[config.mk]
export PLATFORM = sky130hd
export DESIGN_NAME = sha1_match_collector_flat
export DESIGN_NICKNAME = d
export VERILOG_FILES = /design/src/rtl/sha1_match_collector_if.sv /design/src/rtl/sha1_match_collector.sv /design/src/flat_wrapper.sv
export SDC_FILE = /design/constraint.sdc
export NUM_CORES = 1
export LEC_CHECK = 0
export ABC_AREA = 1
export BUFFER_PORTS_ARGS = -buffer_cell sky130_fd_sc_hd__buf_2
export CORE_AREA = 2 2 336 471
export DETAILED_ROUTE_END_ITERATION = 12
export DIE_AREA = 0 0 338 473
export GPL_TIMING_DRIVEN = 0
export PLACE_DENSITY = 0.39
export RECOVER_POWER = 100
export SYNTH_ARGS = -nofsm -noshare
export SYNTH_HDL_FRONTEND = slang
export SYNTH_SLANG_ARGS = --single-unit
[constraint.sdc]
create_clock -name clk -period 11.94 [get_ports clk]
set_clock_uncertainty 0.15 [all_clocks]
set_input_delay 0.597 -clock clk [delete_from_list [all_inputs] [get_ports clk]]
set_output_delay 0.597 -clock clk [all_outputs]
set_load 0.03 [all_outputs]
[src/rtl/sha1_match_collector_if.sv]
// Byte-stream interface carrying serialized match records out of the collector.
interface sha1_match_collector_if;
  logic [7:0] out_data;
  logic       out_valid;
  logic       out_ready;
  logic       out_last;

  modport master (
    output out_data,
    output out_valid,
    output out_last,
    input  out_ready
  );

  modport slave (
    input  out_data,
    input  out_valid,
    input  out_last,
    output out_ready
  );
endinterface

[src/rtl/sha1_match_collector.sv]
// Collects matching {nonce, context} results from a SHA-1 nonce search into a
// small FIFO and streams each one out as a byte record, nonce first.
module sha1_match_collector #(
  parameter int NONCE_SIZE = 16,
  parameter int DEPTH      = 4
) (
  input  logic                  clk,
  input  logic                  rst_n,
  input  logic                  start_i,
  input  logic                  hash_i,
  input  logic                  match_i,
  input  logic                  search_done_i,
  input  logic [NONCE_SIZE-1:0] nonce_i,
  input  logic [159:0]          context_i,
  sha1_match_collector_if.master out_if,
  output logic [31:0]           hash_count_o,
  output logic [15:0]           match_count_o,
  output logic                  overflow_o,
  output logic                  finished_o
);

  localparam int ENTRY_W      = NONCE_SIZE + 160;
  localparam int RECORD_BYTES = NONCE_SIZE / 8 + 20;
  localparam int AW           = $clog2(DEPTH);
  localparam int PW           = AW + 1;
  localparam int CW           = $clog2(RECORD_BYTES);

  typedef enum logic {
    IDLE,
    SEND
  } state_t;

  state_t              state_q, state_d;
  logic [ENTRY_W-1:0]  mem_q [DEPTH];
  logic [PW-1:0]       wr_ptr_q, wr_ptr_d;
  logic [PW-1:0]       rd_ptr_q, rd_ptr_d;
  logic [ENTRY_W-1:0]  shift_q, shift_d;
  logic [CW-1:0]       byte_cnt_q, byte_cnt_d;
  logic [31:0]         hash_count_q, hash_count_d;
  logic [15:0]         match_count_q, match_count_d;
  logic                overflow_q, overflow_d;

  logic fifo_empty;
  logic fifo_full;
  logic capture;
  logic push;
  logic pop;
  logic drop;
  logic last_byte;

  // A full FIFO still accepts a capture when the serializer frees the head slot in the same cycle.
  always_comb begin
    fifo_empty = (wr_ptr_q == rd_ptr_q);
    fifo_full  = (wr_ptr_q[AW] != rd_ptr_q[AW]) &&
                 (wr_ptr_q[AW-1:0] == rd_ptr_q[AW-1:0]);
    capture    = hash_i & match_i & ~start_i;
    pop        = (state_q == IDLE) & ~fifo_empty & ~start_i;
    push       = capture & (~fifo_full | pop);
    drop       = capture & ~push;
  end

  always_comb begin
    wr_ptr_d      = wr_ptr_q;
    rd_ptr_d      = rd_ptr_q;
    hash_count_d  = hash_count_q;
    match_count_d = match_count_q;
    overflow_d    = overflow_q;
    if (start_i) begin
      wr_ptr_d      = '0;
      rd_ptr_d      = '0;
      hash_count_d  = '0;
      match_count_d = '0;
      overflow_d    = 1'b0;
    end else begin
      if (push) begin
        wr_ptr_d = wr_ptr_q + PW'(1);
      end
      if (pop) begin
        rd_ptr_d = rd_ptr_q + PW'(1);
      end
      if (hash_i && (hash_count_q != 32'hFFFF_FFFF)) begin
        hash_count_d = hash_count_q + 32'd1;
      end
      if (capture && (match_count_q != 16'hFFFF)) begin
        match_count_d = match_count_q + 16'd1;
      end
      if (drop) begin
        overflow_d = 1'b1;
      end
    end
  end

  // Serializer: the head entry is copied into a shift register so the FIFO slot frees immediately.
  always_comb begin
    state_d          = state_q;
    shift_d          = shift_q;
    byte_cnt_d       = byte_cnt_q;
    out_if.out_valid = 1'b0;
    out_if.out_last  = 1'b0;
    last_byte        = (byte_cnt_q == CW'(RECORD_BYTES - 1));
    case (state_q)
      IDLE: begin
        if (pop) begin
          state_d    = SEND;
          shift_d    = mem_q[rd_ptr_q[AW-1:0]];
          byte_cnt_d = '0;
        end
      end
      SEND: begin
        out_if.out_valid = 1'b1;
        out_if.out_last  = last_byte;
        if (out_if.out_ready) begin
          shift_d    = shift_q << 8;
          byte_cnt_d = byte_cnt_q + CW'(1);
          if (last_byte) begin
            state_d = IDLE;
          end
        end
      end
      default: begin
        state_d = IDLE;
      end
    endcase
    if (start_i) begin
      state_d = IDLE;
    end
  end

  always_ff @(posedge clk or negedge rst_n) begin
    if (!rst_n) begin
      state_q       <= IDLE;
      wr_ptr_q      <= '0;
      rd_ptr_q      <= '0;
      shift_q       <= '0;
      byte_cnt_q    <= '0;
      hash_count_q  <= '0;
      match_count_q <= '0;
      overflow_q    <= 1'b0;
    end else begin
      state_q       <= state_d;
      wr_ptr_q      <= wr_ptr_d;
      rd_ptr_q      <= rd_ptr_d;
      shift_q       <= shift_d;
      byte_cnt_q    <= byte_cnt_d;
      hash_count_q  <= hash_count_d;
      match_count_q <= match_count_d;
      overflow_q    <= overflow_d;
    end
  end

  // Storage carries no reset; the pointers alone decide which entries are live.
  always_ff @(posedge clk) begin
    if (push) begin
      mem_q[wr_ptr_q[AW-1:0]] <= {nonce_i, context_i};
    end
  end

  assign out_if.out_data = shift_q[ENTRY_W-1 -: 8];
  assign hash_count_o    = hash_count_q;
  assign match_count_o   = match_count_q;
  assign overflow_o      = overflow_q;
  assign finished_o      = search_done_i & fifo_empty & (state_q == IDLE);

endmodule

[src/flat_wrapper.sv]
// flat-port wrapper written by rule: the top's interface ports become plain ports
module sha1_match_collector_flat 
#(
  parameter int NONCE_SIZE = 16,
  parameter int DEPTH      = 4
)
  (clk, rst_n, start_i, hash_i, match_i, search_done_i, nonce_i, context_i, hash_count_o, match_count_o, overflow_o, finished_o, out_if_out_data, out_if_out_valid, out_if_out_last, out_if_out_ready);
  sha1_match_collector_if out_if_i ();
  input  logic clk;
  input  logic rst_n;
  input  logic start_i;
  input  logic hash_i;
  input  logic match_i;
  input  logic search_done_i;
  input  logic [NONCE_SIZE-1:0] nonce_i;
  input  logic [159:0] context_i;
  output logic [31:0] hash_count_o;
  output logic [15:0] match_count_o;
  output logic overflow_o;
  output logic finished_o;
  output wire logic [$bits(out_if_i.out_data)-1:0] out_if_out_data;
  output wire logic [$bits(out_if_i.out_valid)-1:0] out_if_out_valid;
  output wire logic [$bits(out_if_i.out_last)-1:0] out_if_out_last;
  input wire logic [$bits(out_if_i.out_ready)-1:0] out_if_out_ready;
  assign out_if_out_data = out_if_i.out_data;
  assign out_if_out_valid = out_if_i.out_valid;
  assign out_if_out_last = out_if_i.out_last;
  assign out_if_i.out_ready = out_if_out_ready;
  sha1_match_collector #(.NONCE_SIZE(NONCE_SIZE), .DEPTH(DEPTH)) u_core (.clk(clk), .rst_n(rst_n), .start_i(start_i), .hash_i(hash_i), .match_i(match_i), .search_done_i(search_done_i), .nonce_i(nonce_i), .context_i(context_i), .out_if(out_if_i), .hash_count_o(hash_count_o), .match_count_o(match_count_o), .overflow_o(overflow_o), .finished_o(finished_o));
endmodule
# Word-level counts from Yosys, hierarchy flattened
# Memory sizes are Yosys's and may differ from the RTL's.
# Index checks and enable logic that the tools add are counted.
dict set report classes {
  addsub 5
  n_mul 0
  div_mod_pow 0
  magnitude_cmp 0
  n_eq_ne 8
  shift 0
  mux 25
  bitwise_logic 14
  reduce_logical 9
}
# cell count
set ops {}
lappend ops {{$mux W176} 2}
lappend ops {{$pmux W176 S2} 1}
lappend ops {{$mux W32} 2}
lappend ops {{$add A32 B1 Y32 const B} 1}
lappend ops {{$mux W16} 2}
lappend ops {{$ne A32 B32 Y1 const B} 1}
lappend ops {{$add A16 B1 Y16 const B} 1}
lappend ops {{$ne A16 B16 Y1 const B} 1}
lappend ops {{$mux W3} 4}
lappend ops {{$mux W1} 10}
lappend ops {{$mux W5} 2}
lappend ops {{$pmux W5 S2} 1}
lappend ops {{$reduce_bool A2 Y1} 5}
lappend ops {{$and A1 B1 Y1} 8}
lappend ops {{$add A3 B1 Y3 const B} 2}
lappend ops {{$add A5 B1 Y5 const B} 1}
lappend ops {{$eq A5 B5 Y1 const B} 1}
lappend ops {{$not A1 Y1} 5}
lappend ops {{$eq A3 B3 Y1} 1}
lappend ops {{$logic_and A1 B1 Y1} 3}
lappend ops {{$eq A2 B2 Y1} 1}
lappend ops {{$ne A2 B1 Y1 const B} 1}
lappend ops {{$ne A2 B2 Y1 const B} 1}
lappend ops {{$pmux W1 S2} 1}
lappend ops {{other kinds (3)} 3}
dict set report word_totals {
  ff_bits 237
  latch_bits 0
  ramBits 704
  romBits 0
  input_bits 183
  out_inout_bits 60
  wordCells 70
  memories 1
}
# name words word_bits read_ports rd_clocked_by_memory_dff wr line_no
set memory_table {}
lappend memory_table {u_core.mem_q 4 176 1 0 1 sha1_match_collector.sv:34} ;# logic [ENTRY_W-1:0] mem_q [DEPTH];

# Depth between registers and ports, before layout
dict set report logic_depth {
  ltp_word 10
  mapped_depth 12
  ltp_nobuf 11
}

# Least setup slack after synthesis
# OpenSTA, ideal clock, no wires.
dict set report synth_path {
  kind {input to register}
  from {in start_i}
  to {mem u_core.mem_q[0][0] (netlist bit) (enable)}
  setup_time_ns 0.715
  arrival_time_ns 8.549
  required_ns 11.075
  slack_ns 2.525
  cell_stages 6
  path_buffers 1
  path_cell_list {buf_2 -> inv_2 -> nand3_1 -> inv_1 -> nand2_1 -> nor2_1}
}
dict set report synth_via {
  elab_chain_cells 6
  word_cells_on_any_way 7
  classes_between {2 x mux; 5 x bitwise}
}
# item line_no
set synth_rtl {}
lappend synth_rtl {{from (decl)} flat_wrapper.sv:11} ;# input logic start_i;
lappend synth_rtl {{$not A1 Y1 *} {sha1_match_collector.sv:56, sha1_match_collector.sv:57}}
lappend synth_rtl {{$and A1 B1 Y1} sha1_match_collector.sv:57} ;# pop = (state_q == IDLE) & ~fifo_empty & ~start_i;
lappend synth_rtl {{$or A1 B1 Y1} sha1_match_collector.sv:58} ;# push = capture & (~fifo_full | pop);
lappend synth_rtl {{$and A1 B1 Y1 *} sha1_match_collector.sv:58}
lappend synth_rtl {{$mux W1 *} sha1_match_collector.sv:153} ;# if (push) begin
lappend synth_rtl {{$mux W1 (not written as such) *} sha1_match_collector.sv:154} ;# mem_q[wr_ptr_q[AW-1:0]] <= {nonce_i, context_i};
lappend synth_rtl {{to (decl)} sha1_match_collector.sv:34}
# Mark *: on every way between the ends. The rest lies on a longest branch, timed or not.

# Final worst setup path
dict set report layout_path {
  from {reg u_core.state_q}
  to {mem u_core.mem_q[1][114] (netlist bit) (enable)}
}
dict set report layout_via {
  elab_chain_cells 7
}
# item line_no
set layout_rtl {}
lappend layout_rtl {{from (decl)} sha1_match_collector.sv:33} ;# state_t state_q, state_d;
lappend layout_rtl {{from (signal assigned)} sha1_match_collector.sv:140} ;# state_q <= state_d;
lappend layout_rtl {{$not A1 Y1} sha1_match_collector.sv:57}
lappend layout_rtl {{$and A1 B1 Y1 (2 in a row)} sha1_match_collector.sv:57}
lappend layout_rtl {{$or A1 B1 Y1} sha1_match_collector.sv:58}
lappend layout_rtl {{$and A1 B1 Y1} sha1_match_collector.sv:58}
lappend layout_rtl {{$mux W1} sha1_match_collector.sv:153}
lappend layout_rtl {{$mux W1 (not written as such)} sha1_match_collector.sv:154}
# Every way passes these cells.

==> impl_metrics.json <==
{
  "status": "finished with violations",
  "violations": "capacitance limit, slew limit",
  "synth_cell_types": 33,
  "worstSkewPairLatency_ps": 750,
  "numCtsBuffers": 101,
  "dp.cells": 5949,
  "hp-class": "input port to register",
  "max_slew_margin": -1.65,
  "hold_violations": 0,
  "clk_path_buf_depth": 3,
  "drive_above_1_share": 0.0513,
  "finalNonFillerCells": 6329,
  "first_iter_violations": 1796,
  "coreArea_sq_um": 156000,
  "grt_usage": 0.153,
  "yosysSeqAreaShare": 0.698,
  "p_leak_nw": 17.9,
  "fmax_mhz": 139,
  "p_int_mw": 6.49,
  "place_hpwl_microns": 83600,
  "seqPwrFrac": 0.407,
  "cp.required_ps": 12110,
  "syn_area_sq_um": 38800,
  "finalCriticalPeriod_ps": 7180,
  "area_growth_pct": 22.7,
  "worst_pin_slew_ps": 3970,
  "path_cells": "clkbuf_1 -> clkbuf_1 -> o211ai_1 -> nand2_1 -> nor2_1 -> clkbuf_1 -> clkbuf_1 -> clkbuf_1",
  "start_util": 0.248,
  "synth_seq_cells": 941,
  "ys_top_cells_by_area": "edfxtp_1 (55%), dfrtp_1 (15%), nand2_1 (10%), o21ai_0 (4.9%), nor2_1 (4.2%)",
  "switching_share": 0.344,
  "htreeDepth": 3,
  "clkPwrFrac": 0.331,
  "crit_path_max_fanout": 20,
  "grt_pass1_wl_microns": 184000,
  "antenna_found_initial": 34,
  "io_pins": 243,
  "vias": 27800,
  "reg2reg_from": "u_core.state_q",
  "grt_setup_unrepaired": "no",
  "hold_path_startpoint": "match_i",
  "die_w_microns": 338,
  "wl_per_cell_microns": 19.5,
  "ys_warn_count": 0,
  "fin_tns_setup_ps": 0,
  "power.switching_mw": 3.40,
  "max_cap_viol_count": 24,
  "power_density_nw_per_um2": 208,
  "setup_viol": 0,
  "die-area_sq_um": 160000,
  "synth.avg_cell_area_sq_um": 10.8,
  "grt_overflow": 0,
  "viasPerCell": 4.39,
  "worstPathArrival_ps": 7360,
  "syn_inst": 3586,
  "cpMostUsedCell": "clkbuf_1",
  "critPathLaunchType": "register",
  "die_h_microns": 473,
  "slew_viol_final": 601,
  "routabilityCongestion": 0.814,
  "fin_util": 0.305,
  "firstDrtPassIters": 5,
  "first_global_vias": 28500,
  "cp_slowest_cell": "nor2_1",
  "clk_pin_slew_ps": 60,
  "combPwrFrac": 0.261,
  "cts_tree": "built",
  "drc": 0,
  "io_buffers": 241,
  "ir_worst_vdd_uv": 110,
  "period_share": 0.602,
  "postCtsSetupBuffers": 0,
  "crit_type": "register to register",
  "ant_nets": 0,
  "fillers": 16300,
  "row_count": 172,
  "nNetsFinal": 4334,
  "postSynthNetCount": 3778,
  "end_kind": "register",
  "routed_wl_microns": 124000,
  "critical_path.max_stage_delay_ps": 1380,
  "synth_top_area_frac": 0.545,
  "grt_max_degree": 94,
  "synth_area_leader_cell": "edfxtp_1",
  "clkSinkCount": 941,
  "critPathLaunch": "u_core.state_q",
  "cts_root_buffer": "clkbuf_16"
}
[sequential cells by signal, summed over array words and instances (netlist names)]
register	flops
u_core.mem_q	704
u_core.shift_q	176
u_core.hash_count_o	32
u_core.match_count_o	16
u_core.byte_cnt_q	5
u_core.rd_ptr_q	3
u_core.wr_ptr_q	3
u_core.overflow_o	1
u_core.state_q	1
[metrics by stage]
step / instance area [sq um] / total power [mW] / hold WS (ps) / worst slack [ps]
detailed placement: 43400 / 6.76 / 343 / 7970
floorplan: 38800 / 5.69 / 151 / 2530
CTS: 48600 / 10.1 / 63.3 / 7890
global placement: 42600 / 6.76 / 340 / -6140
finish: 47500 / 9.89 / 132 / 4760
global route: 47500 / 10.5 / 105 / 4150
[logic make-up (layout without fill, tap and decap cells)]
family / Yosys count / count (layout) / synth area share
AO/OA/AOI/OAI: 566 / 566 / 0.0793
XOR/XNOR: 22 / 22 / 0.00497
adder cells (fa/ha/maj): 9 / 9 / 0.00291
buffers and inverters: 301 / 943 / 0.0345
flip-flops: 941 / 941 / 0.698
other: 0 / 13 / 0
AND/OR/NAND/NOR: 1747 / 1747 / 0.180
[layout by cell type (no fill, tap or decap), types with 3 or more instances in the layout]
| cell type | count |
|---|---|
| o211ai_1 | 3 |
| clkbuf_16 | 101 |
| buf_2 | 44 |
| dlygate4sd3_1 | 178 |
| nand3_1 | 211 |
| nor3_1 | 3 |
| clkinv_1 | 19 |
| bufinv_16 | 13 |
| edfxtp_1 | 704 |
| xor2_1 | 18 |
| dfrtp_1 | 237 |
| nand2_1 | 1054 |
| or2_2 | 6 |
| nor2_1 | 440 |
| clkinv_2 | 13 |
| clkbuf_1 | 453 |
| diode_2 | 13 |
| xnor2_1 | 4 |
| o21ai_0 | 378 |
| buf_1 | 16 |
| inv_16 | 3 |
| clkbuf_8 | 7 |
| clkinvlp_4 | 6 |
| nand4_1 | 28 |
| ha_1 | 9 |
| inv_1 | 68 |
| buf_4 | 9 |
| o22ai_1 | 179 |
[synthesized netlist by cell type]
cell type / n
a21oi_1: 2
buf_1: 16
buf_2: 50
buf_4: 10
buf_6: 14
clkbuf_1: 139
clkbuf_2: 1
dfrtp_1: 237
edfxtp_1: 704
ha_1: 9
inv_1: 66
inv_2: 4
inv_4: 1
nand2_1: 1047
nand2_2: 6
nand2_4: 2
nand3_1: 211
nand3b_1: 1
nand4_1: 28
nor2_1: 437
nor2_2: 2
nor2_4: 2
nor3_1: 3
nor3b_1: 2
o211ai_1: 3
o21ai_0: 377
o21ai_1: 2
o21ai_2: 1
o21bai_1: 2
o22ai_1: 179
or2_2: 6
xnor2_1: 4
xor2_1: 18
[cell type report]
type                    instances  area [sq um]  share of cell area
well taps                    2088          2610              0.0549
plain buffers                 230           957              0.0201
flip-flops and latches        941         27100               0.569
repair buffers                453          2870              0.0603
clock inverters                59           733              0.0154
multi-input cells            2344         10300               0.217
clock buffers                 130          2710              0.0569
diodes                         13          32.5            0.000684
inverters                      71           268             0.00563
[worst paths after layout]
kind / endpoint / depth (start not counted) / slack [ps]
setup / recovery: u_core.mem_q[1][114] / 8 / 4760
hold / removal: u_core.overflow_o / 3 / 130
setup reg to reg: u_core.mem_q[1][114] / 8 / 4760
hold reg to reg: u_core.shift_q[113] / 2 / 360
max in group asynchronous: u_core.match_count_o[1] / 2 / 7740
min in group asynchronous: u_core.hash_count_o[22] / 2 / 1650
[power by group through the flow]
stage               clock network (mW)  logic [mW]  registers, mW
global route                      3.48        2.96           4.06
global placement                     0        2.65           4.11
CTS                               3.37        2.74           4.03
detailed placement                   0        2.67           4.09
finish                            3.28        2.58           4.03
floorplan                            0        1.64           4.05
[critical path, delay by kind of cell (launching register included)]
| kind | cells | cell delay [ps] |
|---|---|---|
| buffers and inverters | 5 | 3970 |
| DFF | 1 | 380 |
| AOI/OAI and AO/OA | 1 | 510 |
| and+or+nand+nor | 2 | 1670 |
[metal layers]
metal  vias up  global-route usage  wire length, microns
li1      13500                   -                     -
met1     13500               0.192                 53100
met2       549               0.268                 61900
met3       171              0.0283                  5800
met4        42              0.0421                  2570
met5         -                   0                   268
[timing repair]
action / in CTS / in global routing
endpoints found under the hold margin: 765 / 0
hold buffers: 178 / 0
resized for setup: 0 / 0
Note: power is estimated with default switching activity, not from simulation.
